$ cat src/rtl/mem_stage_sram_ctrl.sv
`default_nettype none
// ============================================================================
// Module      : mem_stage_sram_ctrl
// Description : Pipeline MEM stage. It runs loads and stores against an
//               external fixed-latency SRAM and holds the front of the
//               pipeline with freeze while an access is in flight. The
//               MEM->WB pipeline register is owned here.
// Revision    : 1.0 - initial release
// ============================================================================
module mem_stage_sram_ctrl #(
    parameter int WAIT_CYCLES = 4,     // SRAM strobe hold time per access, >= 1
    parameter int ADDR_BASE   = 1024,  // byte address of SRAM word 0
    parameter int MEM_AW      = 17     // SRAM word-address width
) (
    input  logic              clk,
    input  logic              rst,
    // EXE->MEM register outputs
    input  logic              wb_en_in,
    input  logic              mem_r_en_in,
    input  logic              mem_w_en_in,
    input  logic [31:0]       alu_res_in,
    input  logic [31:0]       val_rm_in,
    input  logic [3:0]        dest_in,
    // Pipeline stall
    output logic              freeze,
    // MEM->WB register
    output logic              wb_en_out,
    output logic              mem_r_en_out,
    output logic [31:0]       alu_res_out,
    output logic [31:0]       mem_data_out,
    output logic [3:0]        dest_out,
    // SRAM interface
    output logic [MEM_AW-1:0] sram_addr,
    output logic [31:0]       sram_dq_out,
    input  logic [31:0]       sram_dq_in,
    output logic              sram_ce_n,
    output logic              sram_we_n,
    output logic              sram_oe_n
);

    // The counter only has to hold WAIT_CYCLES-1.
    localparam int                 c_CNT_W     = (WAIT_CYCLES > 1) ? $clog2(WAIT_CYCLES) : 1;
    localparam logic [c_CNT_W-1:0] c_CNT_LOAD  = c_CNT_W'(WAIT_CYCLES - 1);
    localparam logic [c_CNT_W-1:0] c_CNT_ONE   = c_CNT_W'(1);
    localparam logic [31:0]        c_ADDR_BASE = 32'(ADDR_BASE);

    typedef enum logic [1:0] {
        S_IDLE   = 2'd0,
        S_ACCESS = 2'd1,
        S_DONE   = 2'd2
    } state_t;

    state_t              r_state;
    state_t              w_state_next;

    logic                w_req;
    logic [31:0]         w_addr_off;
    logic                w_unused_addr;

    logic                r_is_read;
    logic [c_CNT_W-1:0]  r_cnt;
    logic [MEM_AW-1:0]   r_sram_addr;
    logic [31:0]         r_sram_dq_out;
    logic [31:0]         r_read_buf;

    logic                r_wb_en;
    logic                r_mem_r_en;
    logic [31:0]         r_alu_res;
    logic [31:0]         r_mem_data;
    logic [3:0]          r_dest;

    // Any memory operation needs the SRAM; plain ALU results bypass it.
    assign w_req = mem_r_en_in | mem_w_en_in;

    // Byte offset into the SRAM window. The word address is bits [MEM_AW+1:2],
    // so the byte lane and anything above the window are dropped (wrap).
    assign w_addr_off    = alu_res_in - c_ADDR_BASE;
    assign w_unused_addr = ^w_addr_off;

    // State register; reset aborts an access at once so the strobes drop
    // in the same cycle rst rises.
    always_ff @(posedge clk or posedge rst) begin
        if (rst) begin
            r_state <= S_IDLE;
        end else begin
            r_state <= w_state_next;
        end
    end

    // Next-state logic plus freeze and strobe decode.
    always_comb begin
        w_state_next = r_state;
        freeze       = 1'b0;
        sram_ce_n    = 1'b1;
        sram_we_n    = 1'b1;
        sram_oe_n    = 1'b1;
        case (r_state)
            S_IDLE: begin
                // freeze is gated by IDLE: in DONE the inputs still carry the
                // frozen instruction and must not re-raise the stall.
                freeze = w_req & ~rst;
                if (w_req) begin
                    w_state_next = S_ACCESS;
                end
            end
            S_ACCESS: begin
                freeze    = ~rst;
                sram_ce_n = 1'b0;
                sram_we_n = r_is_read;
                sram_oe_n = ~r_is_read;
                if (r_cnt == '0) begin
                    w_state_next = S_DONE;
                end
            end
            S_DONE: begin
                w_state_next = S_IDLE;
            end
            default: begin
                w_state_next = S_IDLE;
            end
        endcase
    end

    // Access bookkeeping: capture the request in IDLE, count the wait
    // cycles in ACCESS and latch read data on the final one.
    always_ff @(posedge clk or posedge rst) begin
        if (rst) begin
            r_is_read     <= 1'b0;
            r_cnt         <= '0;
            r_sram_addr   <= '0;
            r_sram_dq_out <= '0;
            r_read_buf    <= '0;
        end else begin
            case (r_state)
                S_IDLE: begin
                    if (w_req) begin
                        // Read wins if both enables are set.
                        r_is_read     <= mem_r_en_in;
                        r_sram_addr   <= w_addr_off[MEM_AW+1:2];
                        r_sram_dq_out <= val_rm_in;
                        r_cnt         <= c_CNT_LOAD;
                    end
                end
                S_ACCESS: begin
                    if (r_cnt == '0) begin
                        if (r_is_read) begin
                            r_read_buf <= sram_dq_in;
                        end
                    end else begin
                        r_cnt <= r_cnt - c_CNT_ONE;
                    end
                end
                default: begin
                end
            endcase
        end
    end

    // MEM->WB register: bubbles while frozen, otherwise takes the instruction.
    always_ff @(posedge clk or posedge rst) begin
        if (rst) begin
            r_wb_en    <= 1'b0;
            r_mem_r_en <= 1'b0;
            r_alu_res  <= '0;
            r_mem_data <= '0;
            r_dest     <= '0;
        end else begin
            if (freeze) begin
                r_wb_en    <= 1'b0;
                r_mem_r_en <= 1'b0;
            end else begin
                r_wb_en    <= wb_en_in;
                r_mem_r_en <= mem_r_en_in;
                r_alu_res  <= alu_res_in;
                r_dest     <= dest_in;
            end
            r_mem_data <= ((r_state == S_DONE) && r_is_read) ? r_read_buf : 32'h0;
        end
    end

    assign sram_addr    = r_sram_addr;
    assign sram_dq_out  = r_sram_dq_out;
    assign wb_en_out    = r_wb_en;
    assign mem_r_en_out = r_mem_r_en;
    assign alu_res_out  = r_alu_res;
    assign mem_data_out = r_mem_data;
    assign dest_out     = r_dest;

endmodule
`default_nettype wire
$ cat config.mk
export PLATFORM = sky130hd
export DESIGN_NAME = mem_stage_sram_ctrl
export DESIGN_NICKNAME = d
export VERILOG_FILES = /design/src/rtl/mem_stage_sram_ctrl.sv
export SDC_FILE = /design/constraint.sdc
export NUM_CORES = 1
export LEC_CHECK = 0
export CAP_MARGIN = 20
export CORE_MARGIN = 1.5
export CORE_UTILIZATION = 49
export DETAILED_ROUTE_END_ITERATION = 16
export DONT_BUFFER_PORTS = 1
export GPL_ROUTABILITY_DRIVEN = 0
export HOLD_SLACK_MARGIN = 0.12
export RECOVER_POWER = 50
export SLEW_MARGIN = 20
export SYNTH_ARGS = -nofsm -noshare
export SYNTH_HDL_FRONTEND = slang
export SYNTH_SLANG_ARGS = --single-unit
$ cat constraint.sdc
create_clock -name clk -period 16.8 [get_ports clk]
set_clock_uncertainty 0.15 [all_clocks]
set_input_delay 3.36 -clock clk [delete_from_list [all_inputs] [get_ports clk]]
set_output_delay 3.36 -clock clk [all_outputs]
set_load 0.005 [all_outputs]
==> impl_metrics.csv, run 1 <==
group,metric,value,unit
synthesis,muxShareOfSynthArea,21.69,%
clocking,clk-insertion-delay-late,410,ps
worst_hold_path,holdPathStages,1,
synthesis,post-synth-top-area-cell,"sky130_fd_sc_hd__dfrtp_1",
clocking,postCtsHoldBufs,0,
synthesis,syn-cell-area,5809,sq um
synthesis,synthAdderAreaFrac,0.4308,%
detailed_routing,drtPass1Iterations,4,
synthesis,synthFlopType,"sky130_fd_sc_hd__dfrtp_1",
critical_path,timing.setup.critical_path_class,"input pin to primary output",
grt,grt_pass1_vias,2970,
cells_and_area,drive_gt1_share,37.34,%
die,initial_utilization,50.66,%
detailed_routing,wire_per_inst,20.10,microns
power_and_ir_drop,p_leak,2.883,nW
synthesis,postSynthNetCount,480,
outcome,violations,"max-capacitance violations, max-slew violations",
timing,period_needed,7722,ps
power_and_ir_drop,p_sw_share,25.90,%
place,portBuffers,0,
die,num_rows,39,
synthesis,synthesis.yosys.warnings,0,
place,place_hpwl,7.413,mm
grt,global_route_wire_length_before_repair,16.98,mm
power_and_ir_drop,cellPowerDensity,187.4,nW/um^2
timing,final_critical_path_setup_slack,9078,ps
timing,timing.hold.ws,320.3,ps
cells_and_area,final_instance_area,6556,sq um
worst_hold_path,whs_endpoint,"mem_data_out[26]",
timing,final-setup-viol-count,0,
grt,global_route.usage.total,17.94,%
synthesis,syn_inst,373,
die,fp.dieH,111.9,microns
synthesis,yosys.area.top_type_share,67.20,%
critical_path,crit_path_start_kind,"input pin",
die,core_area,11470,sq um
clocking,library_cell_used_as_clock_root_buffer,"sky130_fd_sc_hd__clkbuf_16",
detailed_routing,vias_per_cell,5.534,
power_and_ir_drop,p_seq_share,48.7,%
die,die_width,111.9,microns
critical_path,crit_arrival,4210,ps
power_and_ir_drop,power_frac_comb,18.6,%
critical_path,reg2reg_to,"sram_dq_out[14]",
timing,grt_setup_unrepaired,"false",
synthesis,synth.lib_cells_used.distinct,30,
critical_path,worst_r2r_startpoint,"r_state[0]",
clocking,cts_max_path_buffers,2,
timing,setup_total_negative_slack,0,ps
timing,slew_viol_final,79,
detailed_routing,routed-via-count,2955,
critical_path,depth_of_the_worst_register_to_register_path,3,
cells_and_area,areaGrowthSynthToFinish,12.86,%
power_and_ir_drop,p_int,0.0009105,W
place,placement.setup.worst_slack,9196,ps
grt,grt_overflow,0,
cells_and_area,num_antenna_cells,0,
critical_path,setup.reg_to_reg.worst_slack,14370,ps
synthesis,portion_of_the_post_synthesis_area_used_by_sequential_elements,67.20,%
synthesis,synth-seq-cells,156,
worst_hold_path,min-delay-start,"r_read_buf[26]",
grt,antenna_found_initial,0,
place,post_dp_cell_area,5937,sq um
power_and_ir_drop,power_switching,0.0003182,W
flow_run,drv.max_cap_violation_count,1,
detailed_routing,detailedRoute.firstIterationViolations,107,
timing,tightest_slew,3336,ps
worst_hold_path,timing.hold.worst.class,"flop to flop",
grt,grt_max_degree,80,
critical_path,worst_setup_path_end_kind,"primary output",
timing,max_clock_freq,129.5,MHz
synthesis,synth_enable_flop_cells,0,
clocking,clkSinkCount,156,
die,die-area,12520,sq um
timing,layout_worst_path_cycle_share,45.97,%
synthesis,synth_compound_gate_area_share,2.240,%
synthesis,synthXorXnorAreaFrac,0.3015,%
power_and_ir_drop,irDropWorstVdd,100.7,uV
clocking,cts_buf_count,17,
synthesis,synth.area.top_cells,"sky130_fd_sc_hd__dfrtp_1 67%, sky130_fd_sc_hd__mux2_2 22%, sky130_fd_sc_hd__and2_1 3.8%",
power_and_ir_drop,clkPwrFrac,32.7,%
clocking,post-cts-setup-buffers,0,
clocking,clkTransAtPathRegs,60,ps
clocking,h-tree-depth,4,
detailed_routing,routed_wl,10.73,mm
synthesis,main_combinational_cell_family_by_area_after_synthesis,"multiplexers",
critical_path,critPathMaxFanout,11,
cells_and_area,design.final.nets,486,
timing,worst_slew_margin_rel,-123.6,%
synthesis,yosys.area_share.simple,6.052,%
clocking,cts_tree,"yes",
synthesis,ys_async_sr_fraction,100.0,%
outcome,outcome,"complete, but fails checks",
timing,timing_hold_violations_final,0,
synthesis,synth_area_per_cell,15.57,sq um
detailed_routing,detail-route-antenna-nets,0,
die,ios,228,
critical_path,cp_data_required_time,13290,ps
clocking,post_cts_resize_count,0,
detailed_routing,route.detailed.drc,0,
[registers in the layout, summed over array words and instances (netlist names)]
signal,flops
wb_en_out,1
r_cnt,2
mem_r_en_out,1
r_read_buf,32
sram_dq_out,32
mem_data_out,32
r_is_read,1
sram_addr,17
dest_out,4
alu_res_out,32
r_state,2
[logic make-up (layout without fill, tap and decap cells)]
logic type,count (synthesis),after routing
AOI/OAI and AO/OA,22,22
xor gates and xnor gates,2,2
adders and majority gates,2,2
buffers and inverters,24,42
DFF,156,156
muxes,112,112
and+or+nand+nor,55,55
[layout make-up]
| class | instances | area, sq um |
|---|---|---|
| Sequential cell | 156 | 3904 |
| Inverter | 8 | 31.28 |
| Clock inverter | 8 | 165.2 |
| Clock buffer | 23 | 457.9 |
| Fill cell | 912 | 4911 |
| Timing Repair Buffer | 3 | 22.52 |
| Multi-Input combinational cell | 193 | 1797 |
| Tap cell | 143 | 178.9 |
[synthesized netlist by cell type, drive strengths merged (3+ instances only)]
master and number:
nand2b 3, and2 35, buf 13, mux2 111, o21ai 3, a31oi 5
clkbuf 3, or4 3, inv 8, a21oi 9, dfrtp 156
[through the flow]
stage / std cells / utilization [%] / total power [W]
finish: 534 / 57.17 / 0.001229
global route: 534 / 57.17 / 0.001298
CTS: 534 / 57.21 / 0.001249
detailed placement: 503 / 51.77 / 0.0008418
global placement: 503 / 51.77 / 0.0008311
floorplan: 373 / - / 0.0007831
[placed cells by master (no fill, tap or decap), types with 2 or more instances in the layout]
cell type,instances
sky130_fd_sc_hd__dfrtp_1,156
sky130_fd_sc_hd__mux2_2,111
sky130_fd_sc_hd__and2_0,18
sky130_fd_sc_hd__clkbuf_16,17
sky130_fd_sc_hd__and2_1,16
sky130_fd_sc_hd__a21oi_1,9
sky130_fd_sc_hd__inv_1,7
sky130_fd_sc_hd__a31oi_1,5
sky130_fd_sc_hd__bufinv_16,5
sky130_fd_sc_hd__clkbuf_1,5
sky130_fd_sc_hd__nand2b_1,3
sky130_fd_sc_hd__clkinv_2,3
sky130_fd_sc_hd__buf_4,3
sky130_fd_sc_hd__nor2b_1,2
sky130_fd_sc_hd__nand2_1,2
sky130_fd_sc_hd__or3_1,2
sky130_fd_sc_hd__xnor2_1,2
sky130_fd_sc_hd__nor3b_1,2
sky130_fd_sc_hd__o31ai_1,2
sky130_fd_sc_hd__or4_1,2
sky130_fd_sc_hd__o21ai_0,2
sky130_fd_sc_hd__a211oi_1,2
sky130_fd_sc_hd__ha_1,2
[per-layer routing]
metal	vias up	routed length (microns)	part of all wire, %	GRT usage, %
li1	1310	-	-	-
met5	-	0	0	0
met1	1487	3957	37	20.72
met2	143	5387	50	28.05
met3	15	1228	11	9.254
met4	0	160	1.5	7.848
[power by group through the flow]
| stage | combinational, W | clock [W] | sequential (W) |
|---|---|---|---|
| floorplan | 0.000207 | 0 | 0.000576 |
| global placement | 0.000225 | 0 | 0.000607 |
| detailed placement | 0.000233 | 0 | 0.000609 |
| CTS | 0.000234 | 0.000413 | 0.000602 |
| global route | 0.000254 | 0.000427 | 0.000617 |
| finish | 0.000228 | 0.000402 | 0.000599 |
[how the worst max path moves through the flow]
stage                startpoint  endpoint  slack (ps)  cells past startpoint
finish              mem_w_en_in    freeze        9080                      3
global route        mem_w_en_in    freeze        9040                      3
CTS                 mem_w_en_in    freeze        9200                      3
floorplan           mem_w_en_in    freeze        9040                      5
global placement    mem_w_en_in    freeze        9220                      3
detailed placement  mem_w_en_in    freeze        9200                      3
[worst max-delay path, cell delays in order]
cell and delay (ps):
sky130_fd_sc_hd__or2_0 450, sky130_fd_sc_hd__o21ai_4 310, sky130_fd_sc_hd__inv_1 90
Note: power is estimated with default switching activity, not from simulation.
==> run 2: changes to the inputs <==
- PLACE_DENSITY: unset -> 0.66
- clock period: 16.8 -> 6.62 ns (I/O delays scaled with it)
==> run 2 against run 1 <==
Against the previous run:
- the run still ends with max-capacitance violations, max-slew violations left
- cell area is 1.1% higher
- hold slack worse by 7.3 ps
- final cell count is 0.19% higher
- register-to-register slack worse by 10000 ps
- critical path depth is 1 lower
- utilization is 0.64 points higher
- worst setup slack worse by 6500 ps
- die area stayed put
- flip-flop and latch count stayed put
- total power grew to 2.6 times the previous value
- combinational power grew to 2.6 times the previous value
- global-route usage is 0.61 points higher
==> impl_metrics.csv, run 2 (synthesis results as in run 1) <==
group,metric,value,unit
worst_hold_path,whs_endpoint,"mem_data_out[18]",
cells_and_area,design.final.nets,486,
die,core_area,11470,sq um
cells_and_area,drive_gt1_share,38.52,%
power_and_ir_drop,p_seq_share,47.2,%
detailed_routing,route.detailed.drc,0,
cells_and_area,final_instance_area,6630,sq um
power_and_ir_drop,cellPowerDensity,488.0,nW/um^2
cells_and_area,multi_input_comb_area,1797,sq um
power_and_ir_drop,irDropWorstVdd,333.0,uV
detailed_routing,routed_wl,11.02,mm
critical_path,critPathMaxFanout,83,
clocking,library_cell_used_as_clock_root_buffer,"sky130_fd_sc_hd__clkbuf_16",
place,placed_cell_count,503,
place,place_hpwl,7.766,mm
die,fp.dieH,111.9,microns
critical_path,cp_data_required_time,6890,ps
grt,global_route.usage.total,18.54,%
power_and_ir_drop,total_power,0.003236,W
flow_run,drv.max_cap_violation_count,1,
timing,tightest_slew,3505,ps
critical_path,timing.setup.critical_path_class,"input pin to async pin",
cells_and_area,num_antenna_cells,0,
power_and_ir_drop,p_sw_share,25.85,%
clocking,cts_buf_count,17,
cells_and_area,final.fill_count,892,
timing,max_clock_freq,246.1,MHz
timing,slew_viol_final,84,
critical_path,critical-path-top-delay-family,"buffers and inverters",
critical_path,setup.reg_to_reg.worst_slack,4200,ps
critical_path,critical_path_buf_inv_count,2,
timing,final-setup-viol-count,0,
clocking,post-cts-setup-buffers,0,
power_and_ir_drop,power_switching,0.0008365,W
die,num_rows,39,
timing,grt_setup_unrepaired,"false",
clocking,cts_max_path_buffers,2,
detailed_routing,wire_per_inst,20.60,microns
grt,grt_overflow,0,
power_and_ir_drop,p_int,0.002399,W
detailed_routing,detailedRoute.firstIterationViolations,116,
cells_and_area,layout.cells.most_common,"sky130_fd_sc_hd__dfrtp_1",
die,die-area,12520,sq um
outcome,violations,"max-capacitance violations, max-slew violations",
grt,global_route_wire_length_before_repair,17.46,mm
die,ios,228,
detailed_routing,detail-route-antenna-nets,0,
cells_and_area,ff_latch_area,3904,sq um
power_and_ir_drop,power_frac_comb,18.0,%
clocking,clkSinkCount,156,
critical_path,crit_path_top_delay_cell,"sky130_fd_sc_hd__clkinvlp_2",
timing,final_critical_path_setup_slack,2557,ps
critical_path,reg2reg_to,"sram_dq_out[5]",
timing,period_needed,4063,ps
power_and_ir_drop,clkPwrFrac,34.8,%
critical_path,crit_arrival,4330,ps
grt,antenna_found_initial,0,
critical_path,crit_path_start_kind,"input pin",
die,initial_utilization,50.66,%
clocking,post_cts_resize_count,0,
critical_path,worst_r2r_startpoint,"r_state[0]",
timing,worst_slew_margin_rel,-135.0,%
die,die_width,111.9,microns
place,post_dp_cell_area,5937,sq um
critical_path,depth_of_the_worst_register_to_register_path,3,
clocking,clkTransAtPathRegs,60,ps
detailed_routing,routed-via-count,2984,
clocking,h-tree-depth,4,
grt,grt_max_degree,84,
clocking,postCtsHoldBufs,0,
outcome,outcome,"complete, but fails checks",
clocking,cts_tree,"yes",
timing,timing_hold_violations_final,0,
critical_path,timing.critical_path.cells,"clkinvlp_2 > buf_4",
place,portBuffers,0,
timing,layout_worst_path_cycle_share,61.38,%
critical_path,slowest_delay,1920,ps
timing,setup_total_negative_slack,0,ps
detailed_routing,vias_per_cell,5.578,
worst_hold_path,holdPathStages,1,
critical_path,worst_setup_path_end_kind,"async pin",
grt,grt_pass1_vias,3090,
cells_and_area,most_frequent_cells_in_the_layout,"156 x sky130_fd_sc_hd__dfrtp_1, 111 x sky130_fd_sc_hd__mux2_2, 17 x sky130_fd_sc_hd__and2_1, 17 x sky130_fd_sc_hd__and2_0, 17 x sky130_fd_sc_hd__clkbuf_16",
worst_hold_path,timing.hold.worst.class,"flop to flop",
place,placement.setup.worst_slack,3156,ps
cells_and_area,final_cell_count_no_fill,535,
clocking,clk-insertion-delay-late,410,ps
worst_hold_path,min-delay-start,"r_read_buf[18]",
detailed_routing,drtPass1Iterations,4,
cells_and_area,areaGrowthSynthToFinish,14.13,%
power_and_ir_drop,p_leak,2.915,nW
[run 2: area by class of cell]
cell class                 count  share of cell area [%]
clock inverter                12                   3.623
inverter                       8                  0.4718
tap                          143                   2.699
timing repair buffer           3                  0.3397
multi-input combinational    193                   27.10
sequential                   156                   58.88
clock buffer                  20                   6.888
[run 2: per-stage QoR]
| stage | hold slack [ps] | util, % |
|---|---|---|
| after global placement | 304.6 | 51.77 |
| after floorplan | 294.4 | - |
| after detailed placement | 308.7 | 51.77 |
| after CTS | 321.8 | 57.85 |
| final | 312.9 | 57.82 |
| after global routing | 341.1 | 57.82 |
[run 2: how the worst max path moves through the flow]
stage	startpoint	slack, ps	depth (start not counted)	to
2_1_floorplan	rst	940	1	alu_res_out[0]
3_3_place_gp	mem_w_en_in	3170	3	freeze
3_5_place_dp	mem_w_en_in	3160	3	freeze
4_1_cts	mem_w_en_in	3160	3	freeze
5_1_grt	rst	1850	2	sram_addr[16]
6_report	rst	2560	2	sram_addr[16]
[run 2: per-layer routing]
layer  global-route usage (%)  part of all wire (%)
met1                    20.73                    37
met2                    29.84                    51
met3                    8.111                   9.4
met4                    10.21                   2.4
met5                        0                     0
[run 2: power groups by stage]
stage               clock network (W)  logic [W]  registers (W)
finish                        0.00113   0.000582        0.00153
global route                  0.00119   0.000649        0.00157
CTS                           0.00115   0.000597        0.00153
detailed placement                  0   0.000594        0.00155
global placement                    0   0.000566        0.00154
floorplan                           0   0.000524        0.00146
==> run 3: changes to the inputs <==
- clock period: 6.62 -> 3.51 ns (I/O delays scaled with it)
==> run 3 against run 2 <==
Against the previous run:
- the flow still finishes with violations (max-capacitance violations, max-slew violations)
- register-to-register slack lost 3100 ps
- clock power up 50%
- critical path depth increased by 2
- clock-buffer cell count up 1
- via count shrank 0.90%
- worst setup slack worse by 1500 ps
- first-iteration DRC count is 1.7% lower
- die area is the same
- sequential power up 88%
- utilization fell by 0.83 points
- combinational power is 92% higher
- largest cell class unchanged
==> impl_metrics.csv, run 3 (synthesis results as in run 1) <==
group,metric,value,unit
critical_path,crit_path_start_kind,"flop",
die,ios,228,
power_and_ir_drop,p_sw_share,27.57,%
outcome,violations,"max-capacitance violations, max-slew violations",
timing,worst_slew_margin_rel,-0.3347,%
timing,final-setup-viol-count,0,
power_and_ir_drop,p_int,0.004125,W
clocking,clkTransAtPathRegs,60,ps
grt,global_route_wire_length_before_repair,17.01,mm
worst_hold_path,timing.hold.worst.class,"input pin to async pin",
timing,layout_worst_path_cycle_share,68.59,%
place,placement.setup.worst_slack,1183,ps
power_and_ir_drop,power_switching,0.001570,W
clocking,post-cts-setup-buffers,0,
flow_run,drv.max_cap_violation_count,1,
grt,grt_pass1_vias,3024,
die,initial_utilization,50.66,%
timing,slew_viol_final,62,
die,num_rows,39,
power_and_ir_drop,p_seq_share,50.5,%
cells_and_area,num_antenna_cells,0,
critical_path,cp_data_required_time,3660,ps
clocking,post_cts_resize_count,0,
grt,grt_max_degree,95,
cells_and_area,most_frequent_cells_in_the_layout,"156 x sky130_fd_sc_hd__dfrtp_1, 111 x sky130_fd_sc_hd__mux2_2, 33 x sky130_fd_sc_hd__and2_1, 17 x sky130_fd_sc_hd__clkbuf_16, 9 x sky130_fd_sc_hd__a21oi_1",
clocking,cts_max_path_buffers,2,
power_and_ir_drop,total_power,0.005695,W
timing,grt_setup_unrepaired,"false",
place,portBuffers,0,
critical_path,worst_r2r_startpoint,"r_state[0]",
clocking,clkSinkCount,156,
clocking,h-tree-depth,4,
die,die_width,111.9,microns
cells_and_area,areaGrowthSynthToFinish,12.49,%
outcome,outcome,"complete, but fails checks",
grt,global_route.usage.total,18.17,%
timing,setup_total_negative_slack,0,ps
timing,max_clock_freq,415.3,MHz
detailed_routing,detailedRoute.firstIterationViolations,114,
clocking,cts_buf_count,17,
die,fp.dieH,111.9,microns
critical_path,timing.critical_path.from,"r_state[0]",
clocking,postCtsHoldBufs,0,
clocking,library_cell_used_as_clock_root_buffer,"sky130_fd_sc_hd__clkbuf_16",
detailed_routing,vias_per_cell,5.496,
power_and_ir_drop,power_frac_comb,19.6,%
die,core_area,11470,sq um
power_and_ir_drop,p_leak,2.884,nW
detailed_routing,route.detailed.drc,0,
critical_path,timing.setup.critical_path_class,"flop to flop",
detailed_routing,routed-via-count,2957,
critical_path,critPathMaxFanout,40,
timing,timing_hold_violations_final,0,
clocking,cts_tree,"yes",
power_and_ir_drop,irDropWorstVdd,578.4,uV
power_and_ir_drop,cellPowerDensity,871.4,nW/um^2
grt,grt_overflow,0,
critical_path,worst_setup_path_end_kind,"flop",
timing,tightest_slew,1505,ps
cells_and_area,layout.cells.most_common,"sky130_fd_sc_hd__dfrtp_1",
critical_path,crit_arrival,2560,ps
detailed_routing,detail-route-antenna-nets,0,
grt,antenna_found_initial,0,
place,place_hpwl,7.831,mm
timing,final_critical_path_setup_slack,1102,ps
die,die-area,12520,sq um
detailed_routing,routed_wl,10.96,mm
clocking,clk-insertion-delay-late,420,ps
timing,period_needed,2408,ps
power_and_ir_drop,clkPwrFrac,29.9,%
cells_and_area,drive_gt1_share,38.23,%
detailed_routing,drtPass1Iterations,4,
detailed_routing,wire_per_inst,20.38,microns
timing,timing.hold.ws,182.2,ps
cells_and_area,design.final.nets,489,
## run 3: layer usage
metal | GRT usage [%] | part of all wire [%] | up-vias
li1 | - | - | 1307
met2 | 29.96 | 51 | 138
met3 | 7.295 | 9.2 | 21
met4 | 8.945 | 2.4 | 0
met5 | 0 | 0 | -
met1 | 20.57 | 37 | 1491
## run 3: path summary, 6_finish.rpt
kind	end	cells past startpoint	slack [ps]
max	sram_dq_out[11]	4	1100
min	r_cnt[0]	2	180
max reg2reg	sram_dq_out[11]	4	1100
min reg2reg	mem_data_out[31]	1	310
max in group asynchronous	sram_dq_out[6]	2	1670
min in group clk	wb_en_out	1	260
## run 3: layout make-up
type | count | area, sq um
repair buffers | 6 | 63.81
inverters | 8 | 31.28
flip-flops and latches | 156 | 3904
fillers | 924 | 4932
clock inverters | 11 | 93.84
well taps | 143 | 178.9
multi-input cells | 193 | 1793
clock buffers | 21 | 470.5
## run 3: stage by stage
stage	std cells	utilization (%)	instance area (sq um)
finish	538	56.99	6535
global route	538	56.99	6535
CTS	538	57.10	6548
detailed placement	506	52.18	5983
global placement	506	52.18	5983
floorplan	373	-	5813
## run 3: worst max-delay path: stages, from the launching register on
cell	delay [ps]
sky130_fd_sc_hd__dfrtp_1	430
sky130_fd_sc_hd__nor2_1	480
sky130_fd_sc_hd__and2_0	530
sky130_fd_sc_hd__buf_12	290
sky130_fd_sc_hd__mux2_2	370
## run 3: power groups by stage
stage / combinational, W / sequential, W / clock, W
floorplan: 0.000989 / 0.00276 / 0
global placement: 0.00108 / 0.00290 / 0
detailed placement: 0.00114 / 0.00292 / 0
CTS: 0.00114 / 0.00289 / 0.00175
global route: 0.00123 / 0.00296 / 0.00181
finish: 0.00112 / 0.00288 / 0.00170
